[src/rtl/odo_pkg.sv]
// Shared BCD definitions for the odometer / trip meter block.
package odo_pkg;

    localparam int BCD_W = 4;
    localparam logic [BCD_W-1:0] BCD_MAX = 4'd9;

    // Single-digit increment: returns {carry_out, next_digit}. Out-of-range codes roll to 0.
    function automatic logic [BCD_W:0] bcd_inc(input logic [BCD_W-1:0] value);
        if (value >= BCD_MAX) begin
            return {1'b1, {BCD_W{1'b0}}};
        end
        return {1'b0, value + BCD_W'(1)};
    endfunction

endpackage

[src/rtl/odometer_trip_if.sv]
// Distance-pulse / button inputs and meter / display outputs of odometer_trip.
interface odometer_trip_if #(
    parameter int DIGITS = 4
) ();

    logic                  dist_pulse;
    logic                  btn_trip_clr;
    logic                  btn_disp_sel;
    logic [4*DIGITS-1:0]   odo_bcd;
    logic [4*DIGITS-1:0]   trip_bcd;
    logic [4*DIGITS-1:0]   disp_bcd;
    logic                  disp_sel;
    logic                  odo_wrap;

    modport master (
        output dist_pulse,
        output btn_trip_clr,
        output btn_disp_sel,
        input  odo_bcd,
        input  trip_bcd,
        input  disp_bcd,
        input  disp_sel,
        input  odo_wrap
    );

    modport slave (
        input  dist_pulse,
        input  btn_trip_clr,
        input  btn_disp_sel,
        output odo_bcd,
        output trip_bcd,
        output disp_bcd,
        output disp_sel,
        output odo_wrap
    );

endinterface

[src/rtl/btn_debounce.sv]
// Raw push-button conditioning: synchroniser, level debouncer and a one-cycle
// registered pulse on each accepted press.
module btn_debounce #(
    parameter int SYNC_STAGES = 2,
    parameter int DEB_CYCLES  = 250000
) (
    input  logic clk,
    input  logic rst_n,
    input  logic i_btn,
    output logic o_press
);

    localparam int CNT_W = (DEB_CYCLES > 1) ? $clog2(DEB_CYCLES) : 1;
    localparam logic [CNT_W-1:0] CNT_LAST = CNT_W'(DEB_CYCLES - 1);

    logic [SYNC_STAGES-1:0] r_sync;
    logic [CNT_W-1:0]       r_cnt;
    logic                   r_level;
    logic                   r_level_d;
    logic                   r_press;
    logic                   w_sync_out;

    assign w_sync_out = r_sync[SYNC_STAGES-1];

    if (SYNC_STAGES > 1) begin : g_chain
        always_ff @(posedge clk or negedge rst_n) begin
            if (!rst_n) begin
                r_sync <= '0;
            end else begin
                r_sync <= {r_sync[SYNC_STAGES-2:0], i_btn};
            end
        end
    end else begin : g_single
        always_ff @(posedge clk or negedge rst_n) begin
            if (!rst_n) begin
                r_sync <= '0;
            end else begin
                r_sync <= i_btn;
            end
        end
    end

    // The level only moves after DEB_CYCLES consecutive disagreeing samples.
    always_ff @(posedge clk or negedge rst_n) begin
        if (!rst_n) begin
            r_cnt     <= '0;
            r_level   <= 1'b0;
            r_level_d <= 1'b0;
            r_press   <= 1'b0;
        end else begin
            if (w_sync_out == r_level) begin
                r_cnt <= '0;
            end else if (r_cnt == CNT_LAST) begin
                r_level <= w_sync_out;
                r_cnt   <= '0;
            end else begin
                r_cnt <= r_cnt + CNT_W'(1);
            end
            r_level_d <= r_level;
            r_press   <= r_level & ~r_level_d;
        end
    end

    assign o_press = r_press;

endmodule

[src/rtl/odometer_trip.sv]
// BCD odometer with sticky wrap flag, clearable trip meter and a
// button-selected display mux, all fed by the 0.1 km distance pulse.
module odometer_trip
    import odo_pkg::*;
#(
    parameter int DIGITS      = 4,
    parameter int SYNC_STAGES = 2,
    parameter int DEB_CYCLES  = 250000
) (
    input  logic           clk,
    input  logic           rst_n,
    odometer_trip_if.slave bus
);

    localparam int MW = BCD_W * DIGITS;
    localparam logic [MW-1:0] ALL_NINES = {DIGITS{BCD_MAX}};

    logic [MW-1:0] r_odo;
    logic [MW-1:0] r_trip;
    logic          r_wrap;
    logic          r_sel;
    logic [MW-1:0] w_odo_next;
    logic [MW-1:0] w_trip_next;
    logic          w_odo_rollover;
    logic          w_clr_press;
    logic          w_sel_press;

    // Ripple the carry through every digit in one cycle; the top carry is dropped.
    function automatic logic [MW-1:0] meter_inc(input logic [MW-1:0] value);
        logic [MW-1:0]    res;
        logic [BCD_W:0]   dig;
        logic             carry;
        res   = value;
        carry = 1'b1;
        for (int d = 0; d < DIGITS; d++) begin
            if (carry) begin
                dig = bcd_inc(value[d*BCD_W +: BCD_W]);
                res[d*BCD_W +: BCD_W] = dig[BCD_W-1:0];
                carry = dig[BCD_W];
            end
        end
        return res;
    endfunction

    assign w_odo_next     = meter_inc(r_odo);
    assign w_trip_next    = meter_inc(r_trip);
    assign w_odo_rollover = bus.dist_pulse && (r_odo == ALL_NINES);

    btn_debounce #(
        .SYNC_STAGES (SYNC_STAGES),
        .DEB_CYCLES  (DEB_CYCLES)
    ) u_trip_clr (
        .clk     (clk),
        .rst_n   (rst_n),
        .i_btn   (bus.btn_trip_clr),
        .o_press (w_clr_press)
    );

    btn_debounce #(
        .SYNC_STAGES (SYNC_STAGES),
        .DEB_CYCLES  (DEB_CYCLES)
    ) u_disp_sel (
        .clk     (clk),
        .rst_n   (rst_n),
        .i_btn   (bus.btn_disp_sel),
        .o_press (w_sel_press)
    );

    always_ff @(posedge clk or negedge rst_n) begin
        if (!rst_n) begin
            r_odo  <= '0;
            r_trip <= '0;
            r_wrap <= 1'b0;
            r_sel  <= 1'b0;
        end else begin
            if (bus.dist_pulse) begin
                r_odo <= w_odo_next;
            end
            if (w_odo_rollover) begin
                r_wrap <= 1'b1;
            end
            // A clear landing with a distance pulse leaves the trip at zero.
            if (w_clr_press) begin
                r_trip <= '0;
            end else if (bus.dist_pulse) begin
                r_trip <= w_trip_next;
            end
            if (w_sel_press) begin
                r_sel <= ~r_sel;
            end
        end
    end

    assign bus.odo_bcd  = r_odo;
    assign bus.trip_bcd = r_trip;
    assign bus.odo_wrap = r_wrap;
    assign bus.disp_sel = r_sel;
    assign bus.disp_bcd = r_sel ? r_trip : r_odo;

endmodule

[src/flat_wrapper.sv]
// flat-port wrapper written by rule: the top's interface ports become plain ports
module odometer_trip_flat import odo_pkg::*;
#(
    parameter int DIGITS      = 4,
    parameter int SYNC_STAGES = 2,
    parameter int DEB_CYCLES  = 250000
)
  (clk, rst_n, bus_dist_pulse, bus_btn_trip_clr, bus_btn_disp_sel, bus_odo_bcd, bus_trip_bcd, bus_disp_bcd, bus_disp_sel, bus_odo_wrap);
  odometer_trip_if #(.DIGITS(DIGITS)) bus_i ();
  input  logic clk;
  input  logic rst_n;
  input wire logic [$bits(bus_i.dist_pulse)-1:0] bus_dist_pulse;
  input wire logic [$bits(bus_i.btn_trip_clr)-1:0] bus_btn_trip_clr;
  input wire logic [$bits(bus_i.btn_disp_sel)-1:0] bus_btn_disp_sel;
  output wire logic [$bits(bus_i.odo_bcd)-1:0] bus_odo_bcd;
  output wire logic [$bits(bus_i.trip_bcd)-1:0] bus_trip_bcd;
  output wire logic [$bits(bus_i.disp_bcd)-1:0] bus_disp_bcd;
  output wire logic [$bits(bus_i.disp_sel)-1:0] bus_disp_sel;
  output wire logic [$bits(bus_i.odo_wrap)-1:0] bus_odo_wrap;
  assign bus_i.dist_pulse = bus_dist_pulse;
  assign bus_i.btn_trip_clr = bus_btn_trip_clr;
  assign bus_i.btn_disp_sel = bus_btn_disp_sel;
  assign bus_odo_bcd = bus_i.odo_bcd;
  assign bus_trip_bcd = bus_i.trip_bcd;
  assign bus_disp_bcd = bus_i.disp_bcd;
  assign bus_disp_sel = bus_i.disp_sel;
  assign bus_odo_wrap = bus_i.odo_wrap;
  odometer_trip #(.DIGITS(DIGITS), .SYNC_STAGES(SYNC_STAGES), .DEB_CYCLES(DEB_CYCLES)) u_core (.clk(clk), .rst_n(rst_n), .bus(bus_i));
endmodule
[config.mk]
export PLATFORM = sky130hd
export DESIGN_NAME = odometer_trip_flat
export DESIGN_NICKNAME = d
export VERILOG_FILES = /design/src/rtl/odo_pkg.sv /design/src/rtl/odometer_trip_if.sv /design/src/rtl/btn_debounce.sv /design/src/rtl/odometer_trip.sv /design/src/flat_wrapper.sv
export SDC_FILE = /design/constraint.sdc
export NUM_CORES = 1
export LEC_CHECK = 0
export CORE_MARGIN = 2
export CORE_UTILIZATION = 65
export DETAILED_ROUTE_END_ITERATION = 16
export DONT_BUFFER_PORTS = 1
export PLACE_DENSITY = 0.9
export REMOVE_ABC_BUFFERS = 1
export SLEW_MARGIN = 40
export SYNTH_ARGS = -nofsm -noshare
export SYNTH_HDL_FRONTEND = slang
export SYNTH_SLANG_ARGS = --single-unit
[constraint.sdc]
create_clock -name clk -period 4.5 [get_ports clk]
set_input_delay 0.225 -clock clk [delete_from_list [all_inputs] [get_ports clk]]
set_output_delay 0.225 -clock clk [all_outputs]
set_load 0.02 [all_outputs]
[Word level (Yosys, flattened, before mapping)]
Index checks and enable logic that the tools add are counted.
Word-level totals
  bits in registers: 80
Operators by class
  add/subtract/negate cells: 10
  magnitude comparators: 8
  equal/unequal tests: 5
  muxes and demuxes: 44
  bitwise operators: 7
  reduce and logical (&&, ||, !) cells: 13
Operators with widths (number)
  two-way mux 18 bit: 4
  two-way mux 5 bit: 12
  two-way mux 16 bit: 3
  adder 18 x 1 -> 18 bit, second input constant: 2
  equality test 18 bit, second input constant: 2
  adder 4 x 1 -> 4 bit, second input constant: 8
  >= comparator 4 bit, second input constant: 8
  two-way mux 4 bit: 7
  two-way mux 1 bit: 18
  equality test 16 bit, second input constant: 1
  AND reduction 2 bit: 8
  nonzero test 2 bit: 4
  inverter 1 bit: 5
  AND 1 bit: 2
  equality test 1 bit: 2
  logical AND 1 bit: 1

[Depth between registers and ports, before layout]
Gate-level depths: netlist of the first run.
  depth after elaboration: 14
  mapped depth: 7

[Cells and area by module]
From an unflattened synthesis of the first run, not the netlist that was laid out.
Unflattened totals
  cell total of the unflattened synthesis: 432
  area total of the unflattened synthesis: 4403.0 µm²
Modules (own cells, without submodules)
  odometer_trip: instances 1, cells each 230, area an instance 2230.9 µm²
  btn_debounce: instances 2, cells each 101, area an instance 1086.0 µm²

[Worst setup path after synthesis of the first run]
Ideal clock, no wire load.
  kind: reg2reg
  start: reg u_core.r_trip[8], in the netlist u_core.bus.trip_bcd[8]
  end: reg u_core.r_trip[12], in the netlist u_core.bus.trip_bcd[12]
  library setup time: 0.125 ns
  arrival: 2.021 ns
  data required time: 4.375 ns
  slack: 2.355 ns
  stages on the path, launching flop included: 7
  path buffers: 0
  period minus slack after synthesis: 2.145 ns
  cells stage by stage: dfrtp_1 inv_1 ha_1 nor4b_1 or2_2 nor3_1 mux2_2
On the way
  longest elaborated chain between the ends: 7
Ends and longest elaborated chain
  start: declaration: RTL line odometer_trip.sv:19  | logic [MW-1:0] r_trip;
  start signal: assignment: RTL line odometer_trip.sv:86  | r_trip <= w_trip_next;
  >= comparator 4 bit: RTL line odo_pkg.sv:9  | if (value >= BCD_MAX) begin
  two-way mux 1 bit: RTL line odo_pkg.sv:9
  two-way mux 1 bit: RTL line odometer_trip.sv:36  | if (carry) begin
  two-way mux 5 bit: RTL line odo_pkg.sv:12  | return {1'b0, value + BCD_W'(1)};
  two-way mux 1 bit: RTL line odometer_trip.sv:36
  nonzero test 2 bit (no source line)
  AND reduction 2 bit (no source line)
Every way passes these cells. The select of a mux whose other input is x is not followed.
A chain may end at the register's enable or synchronous reset.

[Final worst setup path of the first run]
Ends and elaborated chain as after synthesis.

==> metrics, run 1 <==
Die H 84.9 um; dpl cell area 0.00431 mm^2; max_slew headroom 44.2%; Max Slew Vio Count 0; synthesis-to-finish area growth 7.96%; DRC 0; Worst VDD drop 0.363 mV; largest net degree at the start of global routing 81; H-tree Lvls 3; first-pass GRT wire length 14400 um; RSZ-0062 raised after global routing no; Detail Route Antenna Nets 0; worst-skew pair later-pin latency 0.36 ns; die area 0.00721 mm^2; Final Hold Viols 0; post-synthesis sequential element count 80; Slowest cell on crit path dfrtp_1; vias per cell 6.21; Nets 469; total chip power 0.00211 W; minimum clock period 2.37 ns; crit share post-route 52.7%; Power Density 460 mW/mm^2; Hold WS 0.0150 ns; Iter 0 DRT Violations 178; post-CTS sizing 0; vias in the first global route 3083; TritonRoute pass-1 iters 5; Num Clock Sinks 80; Seq/Total Area, Yosys 47.0%; Least-Margin Pin Slew 0.829 ns; Unique masters post-synth 53; final WL 8890 um; CP Cell Sequence inv_1 > ha_1 > nor4b_1 > or2_2 > nor3_1 > mux2_2; CTS Root Cell clkbuf_8; Post-synth ARST share 100%; Worst EP required 4.74 ns; DPL Wire Length 6040 um; grt ovf 0; Avg Cell Area, Syn 9.88 um^2; number of diodes 0; share of cells above drive strength 1 9.48%; # hold bufs at CTS 5; Post-Syn Area 0.00426 mm^2; wire per inst 17.1 um; Worst setup SP type flip-flop; Post-CTS Setup Repair Bufs 0; Final Instance Area 0.00460 mm^2; port bufs 0; synthesis warning total 0; number of cell rows 29; initial antenna violation count 0; die width 84.9 um; Synth Flop Type dfrtp_1; GRT Total Usage 25.2%; Clock Path Buffers 2; leakage 2.02 nW; Num CTS Buffers 9; crit end category flip-flop; Max Fclk 422 MHz; largest stage delay on the critical path 0.56 ns; critical path class flip-flop to flip-flop; worst path arrival time 2.61 ns; final setup fails 0; status complete, no violations; Setup Skew 0.00830 ns; TNS Setup 0 ns; RePlAce Congestion 0.917; max-cap viol count 0; Vias 3231; Ports 55; Syn Inst Count 431; Worst-path clk slew 0.08 ns; crit-path max FO 6; CTS tree built; Core Region 0.00635 mm^2; EDFF count, synth 0; Hold Crit Class primary input to flip-flop; Starting Density 67.1%
==> synth_stat cells (2+ instances only) <==
cell / n / area, um^2
a21oi_1: 10 / 50.1
a31o_2: 3 / 26.3
a31oi_1: 2 / 12.5
a32o_1: 2 / 20.0
a41oi_1: 4 / 35.0
and2_1: 4 / 25.0
and3_1: 3 / 18.8
and4_1: 5 / 43.8
buf_4: 2 / 15.0
clkbuf_1: 7 / 26.3
dfrtp_1: 80 / 2000
ha_1: 26 / 325
inv_1: 28 / 105
mux2_2: 10 / 113
mux2i_1: 3 / 30.0
nand2_1: 37 / 139
nand2b_1: 4 / 25.0
nand3_1: 18 / 90.1
nand4_1: 18 / 113
nand4b_1: 2 / 17.5
nor2_1: 47 / 176
nor2b_1: 5 / 31.3
nor3_1: 6 / 30.0
nor4_1: 6 / 37.5
o21ai_0: 31 / 155
o22ai_1: 2 / 12.5
o31ai_1: 5 / 37.5
or3_1: 2 / 12.5
or3b_2: 4 / 35.0
or4_1: 4 / 30.0
or4b_2: 2 / 20.0
xnor2_1: 11 / 96.3
xor2_1: 18 / 158
==> report_power, final <==
group | switching, W | internal (W)
logic | 0.000308 | 0.000177
registers | 0.000271 | 0.000808
clock network | 0.000263 | 0.000287
total | 0.000842 | 0.00127
==> critical path, delay by kind of cell (launching register included) <==
| kind | cells | cell delay (ns) |
|---|---|---|
| adders and majority gates | 1 | 0.21 |
| and+or+nand+nor | 3 | 0.97 |
| buffers and inverters | 1 | 0.13 |
| muxes | 1 | 0.40 |
| DFF | 1 | 0.56 |
==> per-stage QoR <==
step | std cells | util (%) | setup WS [ns]
5_1_grt | 520 | 72.4 | 2.00
6_report | 520 | 72.4 | 2.13
3_5_place_dp | 499 | 67.9 | 2.16
3_3_place_gp | 499 | 67.9 | 2.21
2_1_floorplan | 421 | - | 2.35
4_1_cts | 520 | 72.2 | 2.15
==> cell usage in the layout (no fill, tap or decap), types with 4 or more instances in the layout <==
master | Yosys | routed
inv_1 | 28 | 28
ha_1 | 26 | 26
nand2b_1 | 4 | 4
xor2_1 | 18 | 18
dlygate4sd3_1 | 0 | 4
nor4_1 | 6 | 6
and2_1 | 4 | 4
o21ai_0 | 31 | 29
nor2_1 | 47 | 47
dfrtp_1 | 80 | 79
mux2_2 | 10 | 10
or3b_2 | 4 | 4
a21oi_1 | 10 | 10
nor2b_1 | 5 | 5
xnor2_1 | 11 | 11
nor3_1 | 6 | 6
or4_1 | 4 | 4
nand3_1 | 18 | 18
a41oi_1 | 4 | 4
o31ai_1 | 5 | 5
and4_1 | 5 | 5
clkbuf_8 | 0 | 11
nand2_1 | 37 | 37
nand4_1 | 18 | 18
==> flip-flops by register name, summed over array words and instances (netlist names), 2 cells and up <==
name and cells:
u_core.u_trip_clr.r_sync 2, u_core.u_disp_sel.r_cnt 18, u_core.bus.odo_bcd 16, u_core.u_disp_sel.r_sync 2, u_core.u_trip_clr.r_cnt 18, u_core.bus.trip_bcd 16
==> worst paths after layout <==
path / slack (ns) / end / from / cells past startpoint
max: 2.13 / u_core.bus.trip_bcd[12]$_DFFE_PN0P_ / u_core.bus.trip_bcd[8]$_DFFE_PN0P_ / 6
min: 0.02 / u_core.bus.odo_bcd[2]$_DFFE_PN0P_ / bus_dist_pulse / 1
max reg2reg: 2.13 / u_core.bus.trip_bcd[12]$_DFFE_PN0P_ / u_core.bus.trip_bcd[8]$_DFFE_PN0P_ / 6
min reg2reg: 0.35 / u_core.u_disp_sel.r_sync[1]$_DFF_PN0_ / u_core.u_disp_sel.r_sync[0]$_DFF_PN0_ / 0
max in group asynchronous: 3.70 / u_core.bus.disp_sel$_DFFE_PN0P_ / rst_n / 2
min in group asynchronous: 0.46 / u_core.bus.odo_bcd[6]$_DFFE_PN0P_ / rst_n / 2
==> logic make-up (layout without fill, tap and decap cells) <==
family	after synthesis	in the layout	synth area share [%]
AO/OA/AOI/OAI	71	71	11.0
multiplexers	13	13	3.35
buffers and inverters	38	50	3.70
XOR/XNOR	29	29	5.97
AND/OR/NAND/NOR	174	174	21.3
flip-flops	80	80	47.0
adder cells (fa/ha/maj)	26	26	7.64
==> final cells by class <==
class | count | area, um^2
Timing Repair Buffer | 6 | 75.1
Clock buffer | 12 | 155
Sequential cell | 80 | 2000
Tap cell | 77 | 96.3
Fill cell | 451 | 1750
Inverter | 28 | 105
Multi-Input combinational cell | 313 | 2110
Clock inverter | 4 | 52.6
==> layer usage <==
metal,vias to the layer above,GRT usage [%],part of all wire [%],wire length (um)
li1,1543,-,-,-
met4,0,8.51,2.1,187
met1,1551,30.4,42,3770
met2,119,43.6,49,4320
met5,-,0,0,0
met3,18,7.30,6.8,608
Power figures use the tool's default switching activity.
==> inputs of run 2 (changes only) <==
--- a/config.mk
+++ b/config.mk
@@ -6,10 +6,10 @@
 export NUM_CORES = 1
 export LEC_CHECK = 0
 export CORE_MARGIN = 2
-export CORE_UTILIZATION = 65
+export CORE_UTILIZATION = 63
 export DETAILED_ROUTE_END_ITERATION = 16
 export DONT_BUFFER_PORTS = 1
-export PLACE_DENSITY = 0.9
+export PLACE_DENSITY = 0.88
 export REMOVE_ABC_BUFFERS = 1
 export SLEW_MARGIN = 40
 export SYNTH_ARGS = -nofsm -noshare
==> constraint.sdc (replaced) <==
create_clock -name clk -period 2.3 [get_ports clk]
set_input_delay 0.115 -clock clk [delete_from_list [all_inputs] [get_ports clk]]
set_output_delay 0.115 -clock clk [all_outputs]
set_load 0.02 [all_outputs]
==> run 2 against run 1 <==
Power is 94% higher. Final cell count is 3.1% higher. Global-route usage is 0.87 points higher. Routed wire length is 0.81% higher. Critical path depth stayed put. Count of clock-buffer cells in the layout is 1 lower. Clock skew hardly changed. Clock power is 67% higher. Critical endpoint unchanged. Sequential share of layout area is 0.86 points lower.
==> metrics, run 2 (same netlist as run 1, synthesis figures left out) <==
Worst-path clk slew 0.08 ns (about the same); hold endpoint u_core.bus.trip_bcd[3]$_DFFE_PN0P_ (was u_core.bus.odo_bcd[2]$_DFFE_PN0P_); Worst setup SP type flip-flop (unchanged); Final WS setup 0.109 ns (was 2.13 ns); TritonRoute pass-1 iters 4 (was 5); die width 86.2 um (was 84.9 um); Worst EP required 2.55 ns (was 4.74 ns); CTS tree built (unchanged); Setup Skew 0.00829 ns (was 0.00830 ns); Hold Crit Class primary input to flip-flop (unchanged); worst path arrival time 2.44 ns (was 2.61 ns); Die H 86.2 um (was 84.9 um); DPL Wire Length 6320 um (was 6040 um); Max Slew Vio Count 0 (unchanged); Num Clock Sinks 80 (unchanged); Final Hold Viols 0 (unchanged); largest net degree at the start of global routing 81 (unchanged); first-pass GRT wire length 15400 um (was 14400 um); RSZ-0062 raised after global routing no (unchanged); worst-skew pair later-pin latency 0.36 ns (about the same); leakage 2.08 nW (was 2.02 nW); H-tree Lvls 3 (unchanged); Post-CTS Setup Repair Bufs 0 (unchanged); synthesis-to-finish area growth 10.1% (was 7.96%); CTS Root Cell clkbuf_8 (unchanged); biggest regs u_core.u_disp_sel.r_cnt (18), u_core.u_trip_clr.r_cnt (18) (unchanged); vias in the first global route 3397 (was 3083); number of diodes 0 (unchanged); wire per inst 16.7 um (was 17.1 um); Vias 3321 (was 3231); crit share post-route 95.3% (was 52.7%); Core Region 0.00646 mm^2 (was 0.00635 mm^2); Iter 0 DRT Violations 142 (was 178); die area 0.00743 mm^2 (was 0.00721 mm^2); crit end category flip-flop (unchanged); final setup fails 0 (unchanged); DRC 0 (unchanged); GRT Total Usage 26.1% (was 25.2%); FF-to-FF End u_core.bus.trip_bcd[12]$_DFFE_PN0P_ (unchanged); register share of total power 47.9% (was 51.0%); RePlAce Congestion 0.863 (was 0.917); switching power 0.00166 W (was 0.000842 W); vias per cell 6.20 (was 6.21); Power Density 874 mW/mm^2 (was 460 mW/mm^2); share of cells above drive strength 1 12.9% (was 9.48%); Worst VDD drop 0.447 mV (was 0.363 mV); post-place setup slack 0.0598 ns (was 2.16 ns); Starting Density 65.9% (was 67.1%); TNS Setup 0 ns (unchanged); Ports 55 (unchanged); crit-path max FO 6 (unchanged); status complete, no violations (unchanged); initial antenna violation count 0 (unchanged); final WL 8970 um (was 8890 um); max-cap viol count 0 (unchanged); Detail Route Antenna Nets 0 (unchanged); leading cell types in the layout, fill and taps excluded dfrtp_1 (79), nor2_1 (47), nand2_1 (37), o21ai_0 (31), inv_1 (28) (was dfrtp_1 (79), nor2_1 (47), nand2_1 (37), o21ai_0 (29), inv_1 (28)); number of cell rows 29 (unchanged); commonest non-fill, non-tap cell in the layout dfrtp_1 (unchanged); Least-Margin Pin Slew 0.688 ns (was 0.829 ns); hold_sp bus_dist_pulse (unchanged); crit path launch u_core.bus.trip_bcd[0]$_DFFE_PN0P_ (was u_core.bus.trip_bcd[8]$_DFFE_PN0P_); register area 0.00200 mm^2 (unchanged); critical path class flip-flop to flip-flop (unchanged); Critical R2R Launch u_core.bus.trip_bcd[0]$_DFFE_PN0P_ (was u_core.bus.trip_bcd[8]$_DFFE_PN0P_); Reg2Reg Depth 6 (unchanged); grt ovf 0 (unchanged); Power Internal 0.00244 W (was 0.00127 W); R2R Setup Slk 0.11 ns (was 2.13 ns); port bufs 0 (unchanged); Max Fclk 456 MHz (was 422 MHz); combinational share of power 29.6% (was 23.0%); max_slew headroom 53.7% (was 44.2%); Num CTS Buffers 9 (unchanged); Fillers 448 (was 451); Nets 485 (was 469); footprint of the multi-input gates 0.00210 mm^2 (was 0.00211 mm^2); switch share 40.5% (was 39.8%); hold path cells 4 (was 1); Clock Path Buffers 2 (unchanged); power share of the clock group 22.4% (was 26.0%); minimum clock period 2.19 ns (was 2.37 ns)
[run 2: cell type report]
type,instances,area share [%]
Multi-Input combinational cell,313,44.9
Sequential cell,80,42.7
Timing Repair Buffer,22,4.43
Clock buffer,11,3.01
Inverter,28,2.24
Tap cell,77,2.05
Clock inverter,5,0.694
[run 2: worst max path at each step]
stage / endpoint / depth (start not counted)
floorplan: u_core.bus.trip_bcd[12]$_DFFE_PN0P_ / 6
global placement: u_core.bus.trip_bcd[12]$_DFFE_PN0P_ / 6
detailed placement: u_core.bus.trip_bcd[12]$_DFFE_PN0P_ / 6
CTS: u_core.bus.trip_bcd[12]$_DFFE_PN0P_ / 6
global route: u_core.bus.trip_bcd[12]$_DFFE_PN0P_ / 6
finish: u_core.bus.trip_bcd[12]$_DFFE_PN0P_ / 6
[run 2: power groups by stage]
stage / combinational (W) / sequential (W) / clock (W)
after global routing: 0.00134 / 0.00200 / 0.00101
after detailed placement: 0.00116 / 0.00199 / 0
after floorplan: 0.000735 / 0.00203 / 0
final: 0.00121 / 0.00196 / 0.000920
after global placement: 0.00109 / 0.00197 / 0
after CTS: 0.00121 / 0.00196 / 0.000944
[run 2: timing repair]
action,in CTS,in global routing
resized for setup,0,1
endpoints found under the hold margin,87,0
setup endpoints to repair,0,1
hold buffers,5,0
[run 2: layer usage]
metal	part of all wire, %	track usage, %	up-vias
met4	2.4	13.1	0
met1	42	30.6	1621
met5	0	0	-
li1	-	-	1580
met3	4.8	5.05	21
met2	51	45.8	99
[run 2: metrics by stage]
step                      instance area, um^2  util [%]  hold slack (ns)  total power [W]  cells
final                                    4690      72.6           0.0322          0.00410    536
after global routing                     4690      72.6           0.0642          0.00434    536
after CTS                                4680      72.5           0.0156          0.00412    536
after detailed placement                 4440      68.8           -0.179          0.00315    515
after global placement                   4440      68.8           -0.179          0.00307    515
after floorplan                          4210         -           -0.181          0.00277    421
[run 2: critical path, stage by stage (launching register included)]
cell and delay, ns:
dfrtp_1 0.45, inv_1 0.12, ha_1 0.14, or3b_2 0.49, a31oi_1 0.41, nor3_2 0.17
mux2_2 0.31
